===== src/rtl/i2s_pkg.sv =====
`default_nettype none
`timescale 1ns / 1ps
// +--------------------------------------------------------------------+
// | Package     : i2s_pkg                                              |
// | Description : Shared constants and types for the I2S slave         |
// |               receiver: default word/counter widths, channel       |
// |               codes carried on LRCLK, and receiver FSM encoding.   |
// | Revision    : 1.0 - initial release                                |
// +--------------------------------------------------------------------+
package i2s_pkg;

  // Default PCM word width captured per channel (MSB first).
  localparam int DATA_W_DEFAULT = 16;

  // Default bit-counter width; the counter saturates at 2**CNT_W-1.
  localparam int CNT_W_DEFAULT = 6;

  // LRCLK level per channel.
  localparam logic CH_LEFT  = 1'b0;
  localparam logic CH_RIGHT = 1'b1;

  // Receiver state: HUNT waits for the first word-select change so that
  // the partial slot seen right after reset is never stored.
  typedef enum logic [0:0] {
    ST_HUNT = 1'b0,
    ST_RUN  = 1'b1
  } rx_state_e;

endpackage : i2s_pkg
`default_nettype wire


===== src/rtl/i2s_sync_edge.sv =====
`default_nettype none
`timescale 1ns / 1ps
// +--------------------------------------------------------------------+
// | Module      : i2s_sync_edge                                        |
// | Description : Two-flop synchronizer for one asynchronous pin, with |
// |               an optional third flop producing a one-cycle rising  |
// |               edge strobe aligned with the synchronized level.     |
// | Revision    : 1.0 - initial release                                |
// +--------------------------------------------------------------------+
// | Ports                                                              |
// |   clk_in   in   1  sampling clock                                  |
// |   ar       in   1  asynchronous reset, active-high                  |
// |   async_i  in   1  asynchronous pin                                 |
// |   sync_o   out  1  synchronized level (second flop)                 |
// |   rise_o   out  1  rising-edge strobe (0 when EDGE_EN = 0)          |
// +--------------------------------------------------------------------+
module i2s_sync_edge #(
  parameter bit EDGE_EN = 1'b1
) (
  input  logic clk_in,
  input  logic ar,
  input  logic async_i,
  output logic sync_o,
  output logic rise_o
);

  logic s1_q;
  logic s2_q;

  always_ff @(posedge clk_in or posedge ar) begin
    if (ar) begin
      s1_q <= 1'b0;
      s2_q <= 1'b0;
    end else begin
      s1_q <= async_i;
      s2_q <= s1_q;
    end
  end

  assign sync_o = s2_q;

  generate
    if (EDGE_EN) begin : g_edge
      logic s3_q;

      always_ff @(posedge clk_in or posedge ar) begin
        if (ar) begin
          s3_q <= 1'b0;
        end else begin
          s3_q <= s2_q;
        end
      end

      // High for exactly the cycle in which s2 has just gone high, so the
      // strobe lines up with the s2 stage of sibling synchronizers.
      assign rise_o = s2_q & ~s3_q;
    end else begin : g_sync_only
      assign rise_o = 1'b0;
    end
  endgenerate

endmodule : i2s_sync_edge
`default_nettype wire


===== src/rtl/i2s_rx_slave.sv =====
`default_nettype none
`timescale 1ns / 1ps
// +--------------------------------------------------------------------+
// | Module      : i2s_rx_slave                                         |
// | Description : I2S slave receiver. Oversamples externally driven    |
// |               BCLK/LRCLK/SDATA with clk_in (clk_in >= 4x BCLK),    |
// |               recovers left/right PCM words and presents each      |
// |               stereo pair on a valid/ready output.                 |
// | Revision    : 1.0 - initial release                                |
// +--------------------------------------------------------------------+
// | Ports                                                              |
// |   clk_in       in   1       system clock                           |
// |   ar           in   1       asynchronous reset, active-high        |
// |   bclk         in   1       I2S bit clock (async)                  |
// |   lrclk        in   1       I2S word select (async), 0=left        |
// |   sdata        in   1       I2S serial data (async)                |
// |   left_data    out  DATA_W  left sample of current pair            |
// |   right_data   out  DATA_W  right sample of current pair           |
// |   out_valid    out  1       pair available, held until accepted    |
// |   out_ready    in   1       consumer accepts when valid & ready    |
// |   overrun      out  1       sticky: unaccepted pair overwritten    |
// |   clr_overrun  in   1       synchronous clear of overrun           |
// |   frame_err    out  1       pulse: slot closed with < DATA_W bits  |
// +--------------------------------------------------------------------+
module i2s_rx_slave
  import i2s_pkg::*;
#(
  parameter int DATA_W = DATA_W_DEFAULT,
  parameter int CNT_W  = CNT_W_DEFAULT
) (
  input  logic              clk_in,
  input  logic              ar,
  input  logic              bclk,
  input  logic              lrclk,
  input  logic              sdata,
  output logic [DATA_W-1:0] left_data,
  output logic [DATA_W-1:0] right_data,
  output logic              out_valid,
  input  logic              out_ready,
  output logic              overrun,
  input  logic              clr_overrun,
  output logic              frame_err
);

  // ------------------------------------------------------------------
  // Input synchronization
  // ------------------------------------------------------------------
  logic bclk_rise;
  logic bclk_s_unused;
  logic lr_s;
  logic lr_rise_unused;
  logic sd_s;
  logic sd_rise_unused;

  i2s_sync_edge #(.EDGE_EN(1'b1)) u_sync_bclk (
    .clk_in  (clk_in),
    .ar      (ar),
    .async_i (bclk),
    .sync_o  (bclk_s_unused),
    .rise_o  (bclk_rise)
  );

  i2s_sync_edge #(.EDGE_EN(1'b0)) u_sync_lrclk (
    .clk_in  (clk_in),
    .ar      (ar),
    .async_i (lrclk),
    .sync_o  (lr_s),
    .rise_o  (lr_rise_unused)
  );

  i2s_sync_edge #(.EDGE_EN(1'b0)) u_sync_sdata (
    .clk_in  (clk_in),
    .ar      (ar),
    .async_i (sdata),
    .sync_o  (sd_s),
    .rise_o  (sd_rise_unused)
  );

  // ------------------------------------------------------------------
  // Registers
  // ------------------------------------------------------------------
  rx_state_e         state_q;
  rx_state_e         state_d;
  logic              lr_prev_q;    // LRCLK at the previous bclk_rise: owner of the current bit
  logic [CNT_W-1:0]  cnt_q;
  logic [DATA_W-1:0] shift_q;
  logic [DATA_W-1:0] lhold_q;      // completed left word awaiting its right partner
  logic              left_ok_q;
  logic [DATA_W-1:0] left_q;
  logic [DATA_W-1:0] right_q;
  logic              valid_q;
  logic              overrun_q;
  logic              ferr_q;

  // ------------------------------------------------------------------
  // Combinational helpers
  // ------------------------------------------------------------------
  logic              run;
  logic              capture;
  logic              slot_close;
  logic              short_slot;
  logic              load_pair;
  logic [CNT_W:0]    cnt_ext;
  logic [CNT_W-1:0]  cnt_inc;
  logic [DATA_W-1:0] shift_d;      // shift register with the current bit inserted

  assign cnt_ext    = {1'b0, cnt_q};
  assign slot_close = bclk_rise & (lr_s != lr_prev_q);
  assign cnt_inc    = (cnt_q == {CNT_W{1'b1}}) ? cnt_q : cnt_q + 1'b1;
  // cnt_ext + 1 is the number of bits in the slot, including the closing one.
  assign short_slot = (cnt_ext + 1'b1) < (CNT_W + 1)'(DATA_W);

  // Bit number cnt lands at position DATA_W-1-cnt; once the word is full
  // further bits match no position and are dropped (truncation).
  always_comb begin
    shift_d = shift_q;
    for (int i = 0; i < DATA_W; i++) begin
      if (cnt_ext == (CNT_W + 1)'(DATA_W - 1 - i)) begin
        shift_d[i] = sd_s;
      end
    end
  end

  // ------------------------------------------------------------------
  // Receiver FSM: state register / next state / outputs
  // ------------------------------------------------------------------
  always_ff @(posedge clk_in or posedge ar) begin
    if (ar) begin
      state_q <= ST_HUNT;
    end else begin
      state_q <= state_d;
    end
  end

  always_comb begin
    state_d = state_q;
    if ((state_q == ST_HUNT) && slot_close) begin
      state_d = ST_RUN;
    end
  end

  always_comb begin
    run     = (state_q == ST_RUN);
    capture = run & bclk_rise;
  end

  // A right slot only forms a pair if a complete left slot preceded it.
  assign load_pair = capture & slot_close & (lr_prev_q == CH_RIGHT) & left_ok_q;

  // ------------------------------------------------------------------
  // Bit capture and slot close
  // ------------------------------------------------------------------
  always_ff @(posedge clk_in or posedge ar) begin
    if (ar) begin
      lr_prev_q <= CH_LEFT;
      cnt_q     <= '0;
      shift_q   <= '0;
      lhold_q   <= '0;
      left_ok_q <= 1'b0;
      ferr_q    <= 1'b0;
    end else begin
      ferr_q <= 1'b0;
      if (bclk_rise) begin
        lr_prev_q <= lr_s;
      end
      if (capture) begin
        if (slot_close) begin
          // Clearing the shift register leaves short slots left-justified
          // and zero-padded.
          cnt_q   <= '0;
          shift_q <= '0;
          ferr_q  <= short_slot;
          if (lr_prev_q == CH_LEFT) begin
            lhold_q   <= shift_d;
            left_ok_q <= 1'b1;
          end else begin
            left_ok_q <= 1'b0;
          end
        end else begin
          cnt_q   <= cnt_inc;
          shift_q <= shift_d;
        end
      end
    end
  end

  // ------------------------------------------------------------------
  // Output register and valid/ready handshake
  // ------------------------------------------------------------------
  always_ff @(posedge clk_in or posedge ar) begin
    if (ar) begin
      left_q    <= '0;
      right_q   <= '0;
      valid_q   <= 1'b0;
      overrun_q <= 1'b0;
    end else begin
      if (load_pair) begin
        left_q  <= lhold_q;
        right_q <= shift_d;
        valid_q <= 1'b1;
      end else if (valid_q && out_ready) begin
        valid_q <= 1'b0;
      end

      // Setting has priority over a simultaneous clear.
      if (load_pair && valid_q && !out_ready) begin
        overrun_q <= 1'b1;
      end else if (clr_overrun) begin
        overrun_q <= 1'b0;
      end
    end
  end

  assign left_data  = left_q;
  assign right_data = right_q;
  assign out_valid  = valid_q;
  assign overrun    = overrun_q;
  assign frame_err  = ferr_q;

endmodule : i2s_rx_slave
`default_nettype wire


===== config.mk =====
export PLATFORM = sky130hd
export DESIGN_NAME = i2s_rx_slave
export DESIGN_NICKNAME = d
export VERILOG_FILES = /design/src/rtl/i2s_pkg.sv /design/src/rtl/i2s_sync_edge.sv /design/src/rtl/i2s_rx_slave.sv
export SDC_FILE = /design/constraint.sdc
export NUM_CORES = 1
export LEC_CHECK = 0
export ABC_CLOCK_PERIOD_IN_PS = 8900
export CAP_MARGIN = 10
export CORE_MARGIN = 2
export CORE_UTILIZATION = 45
export DETAILED_ROUTE_END_ITERATION = 8
export PLACE_DENSITY = 0.64
export REMOVE_ABC_BUFFERS = 1
export SYNTH_ARGS = -nofsm -noshare
export SYNTH_HDL_FRONTEND = slang
export SYNTH_SLANG_ARGS = --single-unit

===== constraint.sdc =====
create_clock -name clk_in -period 8.9 [get_ports clk_in]
set_clock_uncertainty 0.2 [all_clocks]
set_input_delay 2.67 -clock clk_in [delete_from_list [all_inputs] [get_ports clk_in]]
set_output_delay 2.67 -clock clk_in [all_outputs]
set_load 0.02 [all_outputs]

==> metrics <==
Hold Worst Slack=0.153 ns; core footprint=0.00822 mm^2; Max Fclk=238 MHz; Main synth FF type=dfrtp_1; CP required=6.03 ns; Hold Buf Count CTS=0; nets=396; Top delay family on crit path=buffers and inverters; final hold vios=0; Avg Cell Area, Syn=10.5 um^2; CP Launch Type=flip-flop; worst reg2reg path startpoint=cnt_q[3]; per-cell routed wire length=17.8 um; layout cell share with drive strength beyond 1=11.8%; Synth-to-Final Area Change=16.8%; DP Wirelength=5360 um; slowest library cell on the worst path=clkdlybuf4s50_1; Worst Path Max Fanout=2; CTS tree=yes; row count=33; CTS H-tree depth=3; root buffer cell=clkbuf_8; RSZ-0062 raised after global routing=false; Mapped Cells=365; Die Y=96.3 um; DRC viols=0; grt ovf=0; Worst-path clk slew=0.09 ns; die area=0.00927 mm^2; Synth Area in Simple Gates=14.9%; number of synthesized flops with an enable pin=0; R2R setup slack=6.52 ns; Pins Over Slew Limit=0; CP Capture Point=right_data[4]; Crit path buffers/inverters=1; Setup crit start=right_data[4]; Synth warnings=0; Synth Register Bits=83; crit path DAT=1.34 ns; largest family of logic cells by synthesized area=compound AO/OA/AOI/OAI gates; Setup CP Type=reg2out; clock sink total=83; reg2reg end=right_data[3]; DR vias=3019; Area contributors post-synth=dfrtp_1, a31oi_1, a21oi_1, nand3_1, mux2_2; Synth area leader=dfrtp_1; crit path cell chain=clkdlybuf4s50_1; top-level port count=42; starting density of the core=46.6%; DR iter-0 viols=231; TritonRoute pass-1 iters=5; Syn Std Cell Area=0.00383 mm^2; slowest stage delay, CP=0.60 ns; R2R cell count=3; number of post-CTS setup repair buffers=0; Die Wd=96.3 um; first-pass GRT wire length=14500 um; area share of fa/ha/maj cells after synthesis=1.31%; Final GP Congestion=0.777; mux cell area share after synthesis=5.55%; status=complete, no violations; Layout fillers=756; Lkg Pwr=1.84 nW; count of cell types in the netlist=44; worst min-delay path category=reg2reg; gr usage total=20.6%; post-cts resize count=0; Maximum Capacitance Violations=0; clk_lat worst skew=0.36 ns; WL final=8820 um; Levels on crit path=1; endpoints failing setup=0; endpoint type of the worst setup path=output pin; initial antenna violation count=0; Port Buffers=41; Relative slew margins=21.4%; drt via density=6.10; Post-DRT Antenna Nets=0; Synth Area in Compound Gates=17.8%; worst vdd ir=0.100 mV; pwr/cell area=313 mW/mm^2; Synth top area share=54.2%; Async SR Flop Fraction=100%; Clock Tree Buf Depth=2; Synth Area in XOR/XNOR=0.457%; pin count of the biggest net entering global routing=84; pin slew with the least headroom to its limit=1.16 ns; Final min period=4.21 ns; vias in the first global route=2802; antenna fix cells=0; Seq/Total Area, Yosys=54.2%; setup TNS=0 ns; total CTS buffers=9; Tcrit/Tclk final=47.2%
-- final cells by class --
cell class	instances	area [um^2]	area share (%)
Sequential cell	83	2080	46.4
Multi-Input combinational cell	235	1550	34.7
Timing Repair Buffer	47	455	10.2
Tap cell	105	131	2.94
Clock buffer	9	124	2.77
Clock inverter	7	100	2.24
Inverter	9	35.0	0.783
-- layout by cell type (no fill, tap or decap), types with 6 or more instances in the layout --
| cell type | count |
|---|---|
| a21oi_1 | 37 |
| a31oi_1 | 32 |
| buf_4 | 6 |
| clkbuf_8 | 9 |
| clkdlybuf4s50_1 | 41 |
| dfrtp_1 | 83 |
| inv_1 | 8 |
| mux2_2 | 14 |
| nand2_1 | 20 |
| nand3_1 | 37 |
| nand4_1 | 16 |
| o211ai_1 | 18 |
| o21ai_0 | 18 |
-- report_power, final --
group | switching [mW] | total (mW) | internal, mW
Sequential | 0.0828 | 0.591 | 0.508
Clock | 0.146 | 0.306 | 0.160
Combinational | 0.275 | 0.502 | 0.226
Total | 0.505 | 1.40 | 0.894
-- cell usage after synthesis, drive strengths merged, types with 3 or more instances --
| cell type | number |
|---|---|
| a21oi | 37 |
| a31oi | 32 |
| and4b | 3 |
| buf | 15 |
| clkbuf | 23 |
| dfrtp | 83 |
| ha | 4 |
| inv | 9 |
| mux2 | 17 |
| nand2 | 20 |
| nand2b | 4 |
| nand3 | 37 |
| nand4 | 16 |
| o211ai | 18 |
| o21ai | 18 |
-- how the worst min path moves through the flow --
stage                          end  slack, ns  cells after the start         startpoint
4_1_cts        u_sync_sdata.sync_o       0.15                      0  u_sync_sdata.s1_q
3_5_place_dp   u_sync_sdata.sync_o       0.14                      0  u_sync_sdata.s1_q
5_1_grt        u_sync_lrclk.sync_o       0.17                      0  u_sync_lrclk.s1_q
3_3_place_gp   u_sync_sdata.sync_o       0.13                      0  u_sync_sdata.s1_q
2_1_floorplan   u_sync_bclk.sync_o       0.13                      0   u_sync_bclk.s1_q
6_report       u_sync_sdata.sync_o       0.15                      0  u_sync_sdata.s1_q
-- registers in the layout, summed over array words and instances (netlist names) --
name / flops
lhold_q: 16
u_sync_lrclk.s1_q: 1
u_sync_bclk.g_edge.s3_q: 1
u_sync_sdata.sync_o: 1
u_sync_bclk.s1_q: 1
frame_err: 1
overrun: 1
left_ok_q: 1
u_sync_lrclk.sync_o: 1
left_data: 16
run: 1
right_data: 16
lr_prev_q: 1
out_valid: 1
cnt_q: 6
shift_q: 16
u_sync_sdata.s1_q: 1
u_sync_bclk.sync_o: 1
-- metrics by stage --
step	power, mW	utilization (%)	instance area [um^2]	setup slack [ns]	instances
after floorplan	0.881	-	3640	3.89	327
after global placement	1.09	51.7	4250	4.63	479
after detailed placement	1.10	51.7	4250	4.63	479
after CTS	1.41	54.5	4470	4.68	495
after global routing	1.49	54.5	4470	4.65	495
final	1.40	54.5	4470	4.69	495
-- cell families after synthesis --
kind of cell / count (synthesis)
buffers and inverters: 47
muxes: 18
AOI/OAI and AO/OA: 114
DFF: 83
adders and majority gates: 4
xor gates and xnor gates: 2
and+or+nand+nor: 97
-- metal layers --
layer	vias up	GRT usage, %	wire length (um)	share of wire, %
met4	0	10.1	256	2.9
li1	1402	-	-	-
met5	-	0	0	0
met1	1501	30.1	4110	47
met3	20	2.82	384	4.4
met2	96	29.9	4080	46
(Power assumes the default switching activity.)
